### src/rtl/iic_arbiter.sv
// -----------------------------------------------------------------------------
// iic_arbiter
//
// Round-robin arbiter sharing one iic_dri I2C master among NUM_REQ (2..4)
// configuration/status requesters. It latches the winning requester's
// transaction, pulses the trigger, follows iic_dri busy/byte_over to
// completion, and returns read data plus a completion pulse to the winner only.
//
// Optional feature macro: IIC_ARB_TIMEOUT_EN
//   Defined   -> a 16-bit watchdog bounds WAIT_START (START_TO cycles) and
//                WAIT_END (XFER_TO cycles); expiry forces DONE with err pulsed.
//   Undefined -> no watchdog, err tied low, the FSM waits indefinitely.
//
// Ports
//   clk, rst_n        clock, asynchronous active-low reset
//   req               per-requester request level
//   req_dev_id        8-bit device slot per requester, k in [8k+7:8k]
//   req_w_r           per-requester direction, 1 = write, 0 = read
//   req_addr          16-bit register address per requester
//   req_wdata         8-bit write data per requester
//   gnt               one-hot grant level, ISSUE through DONE
//   done              one-cycle completion pulse to the granted requester
//   err               one-cycle timeout pulse, coincident with done
//   rdata             last byte read, valid with done on a read
//   iic_device_id, iic_trig, iic_w_r, iic_addr, iic_data_in   to iic_dri
//   iic_busy, iic_byte_over, iic_data_out                     from iic_dri
// -----------------------------------------------------------------------------
module iic_arbiter #(
    parameter int          NUM_REQ  = 3,
    parameter logic [15:0] START_TO = 16'd64,
    parameter logic [15:0] XFER_TO  = 16'd20000
) (
    input  logic                   clk,
    input  logic                   rst_n,
    input  logic [NUM_REQ-1:0]     req,
    input  logic [NUM_REQ*8-1:0]   req_dev_id,
    input  logic [NUM_REQ-1:0]     req_w_r,
    input  logic [NUM_REQ*16-1:0]  req_addr,
    input  logic [NUM_REQ*8-1:0]   req_wdata,
    output logic [NUM_REQ-1:0]     gnt,
    output logic [NUM_REQ-1:0]     done,
    output logic [NUM_REQ-1:0]     err,
    output logic [7:0]             rdata,
    output logic [7:0]             iic_device_id,
    output logic                   iic_trig,
    output logic                   iic_w_r,
    output logic [15:0]            iic_addr,
    output logic [7:0]             iic_data_in,
    input  logic                   iic_busy,
    input  logic                   iic_byte_over,
    input  logic [7:0]             iic_data_out
);

    localparam int IDX_W = $clog2(NUM_REQ);

    typedef logic [IDX_W-1:0] idx_t;

    typedef enum logic [2:0] {
        IDLE,
        ISSUE,
        WAIT_START,
        WAIT_END,
        DONE
    } state_e;

    state_e               state_q;
    idx_t                 last_q;
    logic [NUM_REQ-1:0]   gnt_q;
    logic [NUM_REQ-1:0]   done_q;
    logic [7:0]           rdata_q;
    logic [7:0]           dev_id_q;
    logic                 trig_q;
    logic                 w_r_q;
    logic [15:0]          addr_q;
    logic [7:0]           wdata_q;

    // Next-grant selection, only consumed in IDLE.
    logic                 req_any;
    idx_t                 last_d;
    logic [NUM_REQ-1:0]   gnt_d;
    logic [7:0]           dev_id_d;
    logic                 w_r_d;
    logic [15:0]          addr_d;
    logic [7:0]           wdata_d;

    // Read data is only captured for reads; writes leave rdata untouched.
    logic                 rd_capture;

    function automatic int wrap_idx(input int v);
        return (v >= NUM_REQ) ? v - NUM_REQ : v;
    endfunction

    // Rotating priority: search upward from last_q+1, wrapping at NUM_REQ.
    // The inner loop keeps every vector index a constant after unrolling.
    always_comb begin
        // NOTE: every output of a combinational block gets a default first so
        // no path through the block leaves it unassigned and infers a latch.
        req_any  = 1'b0;
        last_d   = last_q;
        gnt_d    = '0;
        dev_id_d = '0;
        w_r_d    = 1'b0;
        addr_d   = '0;
        wdata_d  = '0;
        for (int off = 1; off <= NUM_REQ; off++) begin
            for (int k = 0; k < NUM_REQ; k++) begin
                if (!req_any && req[k] && (k == wrap_idx(int'(last_q) + off))) begin
                    req_any  = 1'b1;
                    last_d   = idx_t'(k);
                    gnt_d[k] = 1'b1;
                    dev_id_d = req_dev_id[8*k +: 8];
                    w_r_d    = req_w_r[k];
                    addr_d   = req_addr[16*k +: 16];
                    wdata_d  = req_wdata[8*k +: 8];
                end
            end
        end
    end

    assign rd_capture = iic_byte_over && !w_r_q;

`ifdef IIC_ARB_TIMEOUT_EN
    logic [NUM_REQ-1:0]   err_q;
    logic [15:0]          cnt_q;
`endif

    // NOTE: state is updated with non-blocking assignments so every register
    // samples the pre-edge values, independent of statement order.
    always_ff @(posedge clk or negedge rst_n) begin
        if (!rst_n) begin
            state_q  <= IDLE;
            last_q   <= idx_t'(NUM_REQ - 1);
            gnt_q    <= '0;
            done_q   <= '0;
            rdata_q  <= '0;
            dev_id_q <= 8'h00;
            trig_q   <= 1'b0;
            w_r_q    <= 1'b0;
            addr_q   <= '0;
            wdata_q  <= '0;
`ifdef IIC_ARB_TIMEOUT_EN
            err_q    <= '0;
            cnt_q    <= '0;
`endif
        end else begin
            // Single-cycle pulses default low.
            trig_q <= 1'b0;
            done_q <= '0;
`ifdef IIC_ARB_TIMEOUT_EN
            err_q  <= '0;
`endif
            unique case (state_q)
                IDLE: begin
                    if (req_any) begin
                        gnt_q    <= gnt_d;
                        last_q   <= last_d;
                        dev_id_q <= dev_id_d;
                        w_r_q    <= w_r_d;
                        addr_q   <= addr_d;
                        wdata_q  <= wdata_d;
                        trig_q   <= 1'b1;
                        state_q  <= ISSUE;
                    end
                end

                ISSUE: begin
`ifdef IIC_ARB_TIMEOUT_EN
                    cnt_q   <= '0;
`endif
                    state_q <= WAIT_START;
                end

                WAIT_START: begin
                    if (iic_busy) begin
`ifdef IIC_ARB_TIMEOUT_EN
                        cnt_q   <= '0;
`endif
                        state_q <= WAIT_END;
                    end
`ifdef IIC_ARB_TIMEOUT_EN
                    // cnt_q holds the number of WAIT_START cycles already
                    // spent, so this fires in the START_TO-th cycle.
                    else if (cnt_q >= START_TO - 16'd1) begin
                        done_q  <= gnt_q;
                        err_q   <= gnt_q;
                        state_q <= DONE;
                    end else begin
                        cnt_q   <= cnt_q + 16'd1;
                    end
`endif
                end

                WAIT_END: begin
                    if (!iic_busy) begin
                        if (rd_capture) begin
                            rdata_q <= iic_data_out;
                        end
                        done_q  <= gnt_q;
                        state_q <= DONE;
                    end
`ifdef IIC_ARB_TIMEOUT_EN
                    // A timed-out transfer must not publish a partial byte.
                    else if (cnt_q >= XFER_TO - 16'd1) begin
                        done_q  <= gnt_q;
                        err_q   <= gnt_q;
                        state_q <= DONE;
                    end
`endif
                    else begin
                        if (rd_capture) begin
                            rdata_q <= iic_data_out;
                        end
`ifdef IIC_ARB_TIMEOUT_EN
                        cnt_q   <= cnt_q + 16'd1;
`endif
                    end
                end

                DONE: begin
                    gnt_q   <= '0;
                    state_q <= IDLE;
                end

                default: begin
                    gnt_q   <= '0;
                    state_q <= IDLE;
                end
            endcase
        end
    end

`ifdef IIC_ARB_TIMEOUT_EN
    assign err = err_q;
`else
    assign err = '0;

    // The limits only matter when the watchdog is built.
    logic unused_timeouts;
    assign unused_timeouts = ^{START_TO, XFER_TO};
`endif

    assign gnt           = gnt_q;
    assign done          = done_q;
    assign rdata         = rdata_q;
    assign iic_device_id = dev_id_q;
    assign iic_trig      = trig_q;
    assign iic_w_r       = w_r_q;
    assign iic_addr      = addr_q;
    assign iic_data_in   = wdata_q;

endmodule

### config.mk
export PLATFORM = sky130hd
export DESIGN_NAME = iic_arbiter
export DESIGN_NICKNAME = d
export VERILOG_FILES = /design/src/rtl/iic_arbiter.sv
export SDC_FILE = /design/constraint.sdc
export NUM_CORES = 1
export LEC_CHECK = 0
export BUFFER_PORTS_ARGS = -buffer_cell sky130_fd_sc_hd__buf_4
export CAP_MARGIN = 20
export CORE_MARGIN = 2
export CORE_UTILIZATION = 50
export CTS_CLUSTER_DIAMETER = 40
export DETAILED_ROUTE_END_ITERATION = 6
export PLACE_DENSITY = 0.9
export SKIP_LAST_GASP = 1
export SYNTH_ARGS = -nofsm -noshare
export SYNTH_HDL_FRONTEND = slang
export SYNTH_SLANG_ARGS = --single-unit
### constraint.sdc
create_clock -name clk -period 4.6 [get_ports clk]
set_clock_uncertainty 0.2 [all_clocks]
set_input_delay 0.92 -clock clk [delete_from_list [all_inputs] [get_ports clk]]
set_output_delay 0.92 -clock clk [all_outputs]
set_load 0.05 [all_outputs]
==> results of run 1 <==
routing by layer:
layer  vias to the layer above  GRT usage (%)  part of all wire [%]
met4                         0           7.36                   1.8
met2                       146           46.4                    54
met1                      1556           32.6                    38
met3                        12           3.70                   6.8
met5                         -              0                     0
li1                       1474              -                     -
layout make-up:
| class | count | area [um^2] |
|---|---|---|
| fillers | 461 | 1700 |
| flip-flops and latches | 53 | 1330 |
| well taps | 77 | 96.3 |
| inverters | 11 | 41.3 |
| clock buffers | 5 | 68.8 |
| repair buffers | 168 | 1260 |
| multi-input cells | 225 | 1790 |
| clock inverters | 3 | 65.1 |
path summary, 6_finish.rpt:
kind | endpoint | slack [ns]
setup / recovery | iic_data_in[3] | 1.50
hold reg to reg | iic_device_id[1] | 0.29
hold / removal | iic_device_id[1] | 0.29
setup reg to reg | iic_data_in[3] | 1.50
max in group asynchronous | iic_addr[5] | 3.29
min in group asynchronous | rdata[4] | 0.44
metrics by stage:
step / setup slack (ns) / hold slack (ns) / instances
3_3_place_gp: 1.53 / 0.265 / 534
3_5_place_dp: 1.46 / 0.274 / 534
2_1_floorplan: 2.16 / 0.277 / 317
5_1_grt: 1.40 / 0.318 / 542
4_1_cts: 1.55 / 0.296 / 542
6_report: 1.50 / 0.292 / 542
where the power goes:
part | switching (mW) | leakage (nW) | internal, mW
Sequential | 0.111 | 0.670 | 0.661
Combinational | 1.43 | 1.68 | 0.802
Clock | 0.160 | 0.0681 | 0.216
Total | 1.71 | 2.41 | 1.68
tightest hold or removal path: cells and delay by family (launching register included):
family / cells / cell delay (ns)
AOI/OAI and AO/OA: 1 / 0.05
DFF: 1 / 0.35
and+or+nand+nor: 1 / 0.06
sequential cells by signal (all words and copies together), names as in the netlist:
signal,flops
done,3
gnt,3
rdata,8
iic_w_r,1
state_q,3
iic_addr,16
iic_trig,1
last_q,2
iic_device_id,8
iic_data_in,8
cells in the mapped netlist, drive strengths merged:
cell type | n | area [um^2]
and4b | 1 | 10.0
o22ai | 1 | 12.5
nor4b | 1 | 15.0
a21o | 29 | 218
o21ai | 4 | 20.0
conb | 1 | 3.75
a222oi | 2 | 20.0
a22o | 2 | 17.5
nor3 | 7 | 35.0
and3 | 1 | 6.26
ha | 4 | 50.1
nor2 | 34 | 128
a221oi | 35 | 450
dfstp | 1 | 26.3
dfrtp | 52 | 1300
nor2b | 2 | 12.5
nand2 | 41 | 154
o2bb2ai | 1 | 8.76
mux2 | 8 | 90.1
and2 | 4 | 25.0
inv | 11 | 41.3
o221ai | 1 | 8.76
clkbuf | 12 | 45.0
buf | 16 | 106
o22a | 1 | 17.5
nand3 | 2 | 10.0
o311ai | 1 | 16.3
nor3b | 1 | 7.51
a31oi | 1 | 6.26
o2111a | 1 | 11.3
a21oi | 2 | 10.0
nand2b | 2 | 12.5
o31a | 1 | 8.76
o31ai | 32 | 393
cells by family (layout without fill, tap and decap cells):
family / count (synthesis) / after routing / synth area share [%]
other: 1 / 3 / 0.114
buffers and inverters: 39 / 187 / 5.84
flip-flops: 53 / 53 / 40.3
multiplexers: 8 / 8 / 2.73
adder cells (fa/ha/maj): 4 / 4 / 1.52
AO/OA/AOI/OAI: 114 / 114 / 37.0
AND/OR/NAND/NOR: 96 / 96 / 12.6
==> metrics.yaml, run 1 <==
status: "finished clean"
diodes: 0
die_x_um: 85.2
period_share_pct: 67.5
rsz0062_at_grt: "no"
clock_latency_ns: 0.31
routedWlPerCell_um: 18.3
firstDrtPassIters: 4
cp_max_fo: 27
wirelength_mm: 9.90
cap_violations: 0
post-route-min-period_ns: 3.10
cts_tree: "yes"
crit_type: "reg2reg"
cp.depth: 8
seq_area_frac_synth_pct: 40.3
io-pin-count: 165
hold_viol_final: 0
worstMarginPinSlew_ns: 0.817
portBuffers: 161
power_density_nw_per_um2: 727
groute.usage.overall_pct: 25.9
start_util_pct: 51.9
critPathSlowestCell: "dfstp_2"
holdBufCountCts: 0
hold_class: "reg2reg"
min_from: "iic_device_id[1]"
relSlewSlack_pct: 45.4
crit_top_cell: "inv_1"
worstSetupStartpointType: "flip-flop"
dp_hpwl_mm: 7.28
setup_viol: 0
cp.required_ns: 4.62
cp-startpoint: "last_q[1]"
die_height_um: 85.2
cts.sinks: 53
cp.arrival_ns: 3.12
fmax_ghz: 0.322
syn2layout_area_growth_pct: 41.1
num_rows: 29
ir_worst_vdd_v: 0.000468
grt_max_degree: 54
mostFrequentLayoutCells: "168 x buf_4, 52 x dfrtp_1, 41 x nand2_1"
vias_per_cell: 5.88
vias: 3188
num-nets-final: 582
ys_seq_elements: 53
worstPathCellList: "inv_1 -> ha_1 -> inv_1 -> o22a_4 -> o31ai_4 -> buf_4 -> a221oi_1 -> o31ai_1"
cts_buffers: 5
syn-cell-area_um2: 3300
cts.repair.resized: 0
slowest_delay_ns: 0.58
crit_family: "compound AO/OA/AOI/OAI gates"
ant_nets: 0
drc: 0
synthCells: 315
timing.final.max_slew_violations: 0
leakage_nw: 2.41
avgSynthCellArea_um2: 10.5
grt_pass1_vias: 3154
grt-ovfl-total: 0
final_area_um2: 4650
path_buf_inv: 3
clk_pin_slew_worst_paths_ns: 0.10
layout_commonest_cell: "buf_4"
cts_htree_levels: 2
cts_root_buf: "clkbuf_8"
placed_area_um2: 4520
finalPower_mw: 3.38
drt_iter0_drc: 207
worstHoldPathCells: 2
die_area_um2: 7260
cts_buffer_depth: 2
r2r-start: "last_q[1]"
synth.distinct_cells: 40
utilization_pct: 73.3
drive_above_1_share_pct: 51.4
yosysWarnings: 0
endpoint_kind: "flip-flop"
antenna_found_initial: 0
coreArea_um2: 6350
r2r_cells: 8
post_cts_buffers: 0
fin_tns_setup_ns: 0
grt_pass1_wl_mm: 15.2
gp_congestion: 0.787
Power figures use the tool's default switching activity.
==> run 2: changes to the inputs <==
- CORE_UTILIZATION: 50 -> 46
- PLACE_DENSITY: 0.9 -> 0.84
- clock period: 4.6 -> 3 ns (I/O delays scaled with it)
==> run 2 against run 1 <==
  * Register-to-register slack worse by 1.1 ns
  * Critical path type unchanged
  * Sequential power is 54% higher
  * Combinational power is 57% higher
  * Critical path depth stayed put
  * Clock-buffer cell count stayed put
  * Largest cell class unchanged
  * Non-clock buffer count is 5 higher
  * Highest routed layer unchanged
==> metrics.yaml, run 2 (synthesized netlist as in run 1, its figures left out) <==
status: "finished clean"
worstSetupStartpointType: "flip-flop"
fmax_ghz: 0.380
critPathSlowestCell: "dfstp_2"
layout_commonest_cell: "buf_4"
placed_area_um2: 4620
drc: 0
dp_hpwl_mm: 7.40
setup_viol: 0
cts_root_buf: "clkbuf_8"
cts_buffer_depth: 2
clock_latency_ns: 0.31
power_density_nw_per_um2: 1100
io-pin-count: 165
timing.final.max_slew_violations: 0
path_buf_inv: 3
cp.arrival_ns: 2.65
final_area_um2: 4730
period_share_pct: 87.8
finalPower_mw: 5.20
ir_worst_vdd_v: 0.000652
die_area_um2: 7860
cts.sinks: 53
syn2layout_area_growth_pct: 43.5
utilization_pct: 68.9
leakage_nw: 2.44
drt_iter0_drc: 132
antenna_found_initial: 0
crit_family: "compound AO/OA/AOI/OAI gates"
vias_per_cell: 5.70
diodes: 0
routedWlPerCell_um: 17.6
coreArea_um2: 6870
crit_top_cell: "inv_1"
cts_tree: "yes"
firstDrtPassIters: 4
die_x_um: 88.7
post_cts_buffers: 0
cts_htree_levels: 2
hold_viol_final: 0
num-nets-final: 587
gp_congestion: 0.891
cap_violations: 0
fin_tns_setup_ns: 0
cp.required_ns: 3.02
multiInputGateArea_um2: 1790
crit_type: "reg2reg"
die_height_um: 88.7
cts.repair.resized: 0
relSlewSlack_pct: 41.7
hold_class: "in2async"
grt_pass1_vias: 3205
r2r_setup_slack_ns: 0.37
cp_max_fo: 21
ant_nets: 0
slowest_delay_ns: 0.57
groute.usage.overall_pct: 25.1
start_util_pct: 48.0
wirelength_mm: 9.97
drive_above_1_share_pct: 51.9
grt_pass1_wl_mm: 15.4
vias: 3227
regArea_um2: 1330
grt_max_degree: 55
nFillCells: 543
largest_register_ffs: 16
num_rows: 30
portBuffers: 161
mostFrequentLayoutCells: "170 x buf_4, 52 x dfrtp_1, 41 x nand2_1"
whs_ns: 0.119
grt-ovfl-total: 0
holdBufCountCts: 0
endpoint_kind: "flip-flop"
rsz0062_at_grt: "no"
clk_pin_slew_worst_paths_ns: 0.10
cts_buffers: 5
post-route-min-period_ns: 2.63
worstPathCellList: "inv_1 -> ha_1 -> inv_1 -> o22a_4 -> o31ai_4 -> buf_4 -> a221oi_1 -> o31ai_1"
worstMarginPinSlew_ns: 0.872
## run 2: cell types whose count changed in the layout (fill, tap and decap cells not counted)
| cell | previous run | this run |
|---|---|---|
| clkinv_2 | 1 | 0 |
| clkinvlp_4 | 0 | 1 |
| clkinv_4 | 0 | 1 |
| bufinv_16 | 2 | 1 |
| buf_4 | 168 | 170 |
| buf_12 | 0 | 3 |
## run 2: metrics by stage
step | worst slack [ns] | cells
global placement | 0.468 | 558
floorplan | 0.608 | 317
finish | 0.366 | 566
CTS | 0.367 | 566
detailed placement | 0.366 | 558
global route | 0.192 | 566
## run 2: per-layer routing
metal	track usage [%]	vias to the layer above	wire length, um
met1	32.1	1575	3830
li1	-	1487	-
met4	10.3	0	360
met3	3.64	27	545
met2	42.5	138	5240
met5	0	-	0
## run 2: final cells by class
class | instances | area share [%]
sequential | 53 | 28.0
clock inverter | 3 | 0.978
tap | 96 | 2.54
timing repair buffer | 173 | 28.2
inverter | 11 | 0.872
multi-input combinational | 225 | 37.9
clock buffer | 5 | 1.45
## run 2: worst paths after layout
check,to,from,cells past startpoint
max reg2reg,iic_data_in[5],last_q[1],8
min in group clk,state_q[2],iic_busy,2
max in group asynchronous,iic_device_id[7],rst_n,1
min,state_q[0],rst_n,1
min reg2reg,iic_data_in[6],iic_data_in[6],2
max,iic_data_in[5],last_q[1],8
## run 2: worst register-to-register path: stages, from the launching register on
cell,delay [ns]
dfstp_2,0.57
inv_1,0.06
ha_1,0.32
inv_1,0.09
o22a_4,0.30
o31ai_4,0.24
buf_4,0.37
a221oi_1,0.16
o31ai_1,0.24
## run 2: report_power, final
group / internal [mW] / switching, mW
registers: 1.01 / 0.176
clock network: 0.250 / 0.251
logic: 1.31 / 2.20
==> run 3: changes to the inputs <==
- CORE_UTILIZATION: 46 -> 48
- CTS_BUF_LIST: not set -> sky130_fd_sc_hd__clkbuf_4
- HOLD_SLACK_MARGIN: not set -> 0.05
- PLACE_DENSITY: 0.84 -> 0.87
- clock period: 3 -> 2.8 ns (I/O delays scaled with it)
==> run 3 against run 2 <==
  * Wire length up 0.37%
  * Via count is 1.7% higher
  * Worst hold slack better by 0.063 ns
  * Sequential share of layout area down 0.31 points
  * First-iteration DRC count up 55%
  * Total power rose by 9.4%
  * Combinational power rose by 11%
  * Clock-buffer cell count is the same
  * Cell count decreased by 1.8%
  * Setup slack lost 0.24 ns
==> metrics.yaml, run 3 (synthesized netlist as in run 1, its figures left out) <==
power_density_nw_per_um2: 1190
vias_per_cell: 5.90
cts_htree_levels: 2
clk_pin_slew_worst_paths_ns: 0.16
cts.repair.resized: 0
rsz0062_at_grt: "no"
fmax_ghz: 0.374
die_area_um2: 7550
p_switching_mw: 2.82
die_x_um: 86.9
status: "finished clean"
mostFrequentLayoutCells: "172 x buf_4, 52 x dfrtp_1, 41 x nand2_1"
post-route-min-period_ns: 2.67
relSlewSlack_pct: 53.2
r2r_setup_slack_ns: 0.13
r2r-end: "iic_addr[14]"
cp.required_ns: 2.90
cp.arrival_ns: 2.77
worstSetupStartpointType: "flip-flop"
vias: 3281
syn2layout_area_growth_pct: 45.1
cts.sinks: 53
drc: 0
gp_congestion: 0.896
fin_tns_setup_ns: 0
pwr-share-seq_pct: 22.3
cts_buffers: 5
crit_type: "reg2reg"
p_int_mw: 2.86
wirelength_mm: 10.0
hold_viol_final: 0
fin_ws_ns: 0.125
grt_pass1_wl_mm: 15.1
worstHoldPathCells: 2
nFillCells: 485
whs_ns: 0.182
leakage_nw: 2.49
die_height_um: 86.9
ant_nets: 0
start_util_pct: 49.1
routedWlPerCell_um: 18.0
num_rows: 30
largest_register_ffs: 16
period_share_pct: 95.5
setup_viol: 0
diodes: 0
coreArea_um2: 6720
grt_max_degree: 54
switching_share_pct: 49.6
r2r_cells: 9
firstDrtPassIters: 5
dpl_worst_slack_ns: 0.129
drt_iter0_drc: 205
min_from: "iic_busy"
timing.hold.worst_endpoint: "state_q[2]"
dp_hpwl_mm: 7.32
dp_cells: 543
cts_root_buf: "clkbuf_4"
layout_commonest_cell: "buf_4"
cts_buffer_depth: 2
grt-ovfl-total: 0
grt_pass1_vias: 3199
worstMarginPinSlew_ns: 0.701
endpoint_kind: "flip-flop"
drive_above_1_share_pct: 52.3
cts_tree: "yes"
cap_violations: 0
io-pin-count: 165
groute.usage.overall_pct: 25.5
r2r-start: "last_q[1]"
clkPwrFrac_pct: 9.3
comb_power_share_pct: 68.3
final_cells: 556
utilization_pct: 71.2
clock_latency_ns: 0.37
cp_max_fo: 32
ir_worst_vdd_v: 0.000552
antenna_found_initial: 0
num-nets-final: 593
portBuffers: 161
hold_class: "in2reg"
timing.final.max_slew_violations: 0
run 3: changes by cell type in the layout (fill, tap and decap cells not counted):
cell	change
buf_12	+3
buf_4	+2
bufinv_16	+1
clkbuf_4	+5
clkbuf_8	-5
clkinv_2	+1
clkinv_4	-1
clkinvlp_4	-1
dlygate4sd3_1	+1
run 3: layout make-up:
| class | count | area [um^2] | area share (%) |
|---|---|---|---|
| Clock buffer | 5 | 37.5 | 0.784 |
| Timing Repair Buffer | 179 | 1420 | 29.7 |
| Multi-Input combinational cell | 225 | 1790 | 37.5 |
| Clock inverter | 3 | 65.1 | 1.36 |
| Inverter | 11 | 41.3 | 0.863 |
| Sequential cell | 53 | 1330 | 27.7 |
| Tap cell | 80 | 100 | 2.09 |
run 3: power by group through the flow:
stage | sequential, mW | combinational (mW) | clock [mW]
5_1_grt | 1.31 | 4.12 | 0.569
4_1_cts | 1.27 | 3.82 | 0.540
6_report | 1.27 | 3.88 | 0.531
3_3_place_gp | 1.28 | 3.72 | 0
3_5_place_dp | 1.29 | 3.82 | 0
2_1_floorplan | 2.22 | 1.80 | 0
run 3: how the worst max path moves through the flow:
stage	from	end	cells after the start	slack, ns
floorplan	last_q[1]	iic_addr[10]	8	0.41
global placement	last_q[1]	iic_data_in[0]	8	0.26
detailed placement	last_q[1]	iic_data_in[4]	8	0.13
CTS	last_q[1]	iic_data_in[4]	8	0.12
global route	last_q[1]	iic_addr[14]	9	0.02
finish	last_q[1]	iic_addr[14]	9	0.13
run 3: worst max-delay path, cell delays in order, from the launching register on:
cell and delay (ns):
dfstp_2 0.59, inv_1 0.06, ha_1 0.34, inv_1 0.11, o22a_4 0.30, o31ai_4 0.26, buf_12 0.26, buf_4 0.19
a221oi_2 0.07, o31ai_2 0.22
run 3: through the flow:
stage,power [mW],area [um^2]
final,5.69,4790
after global routing,6.00,4790
after CTS,5.64,4740
after detailed placement,5.11,4630
after global placement,5.00,4630
after floorplan,4.01,3310
run 3: timing repair:
action                                  CTS  global route
hold buffers                              1             0
buffers inserted                          0             4
hold endpoints to repair                 52             0
endpoints found under the setup margin    0             1
run 3: routing by layer:
layer	vias up	part of all wire (%)	GRT usage, %
met2	143	53	45.5
met3	22	6.4	5.02
met1	1614	38	30.2
met5	-	0	0
met4	0	2.8	9.52
li1	1502	-	-
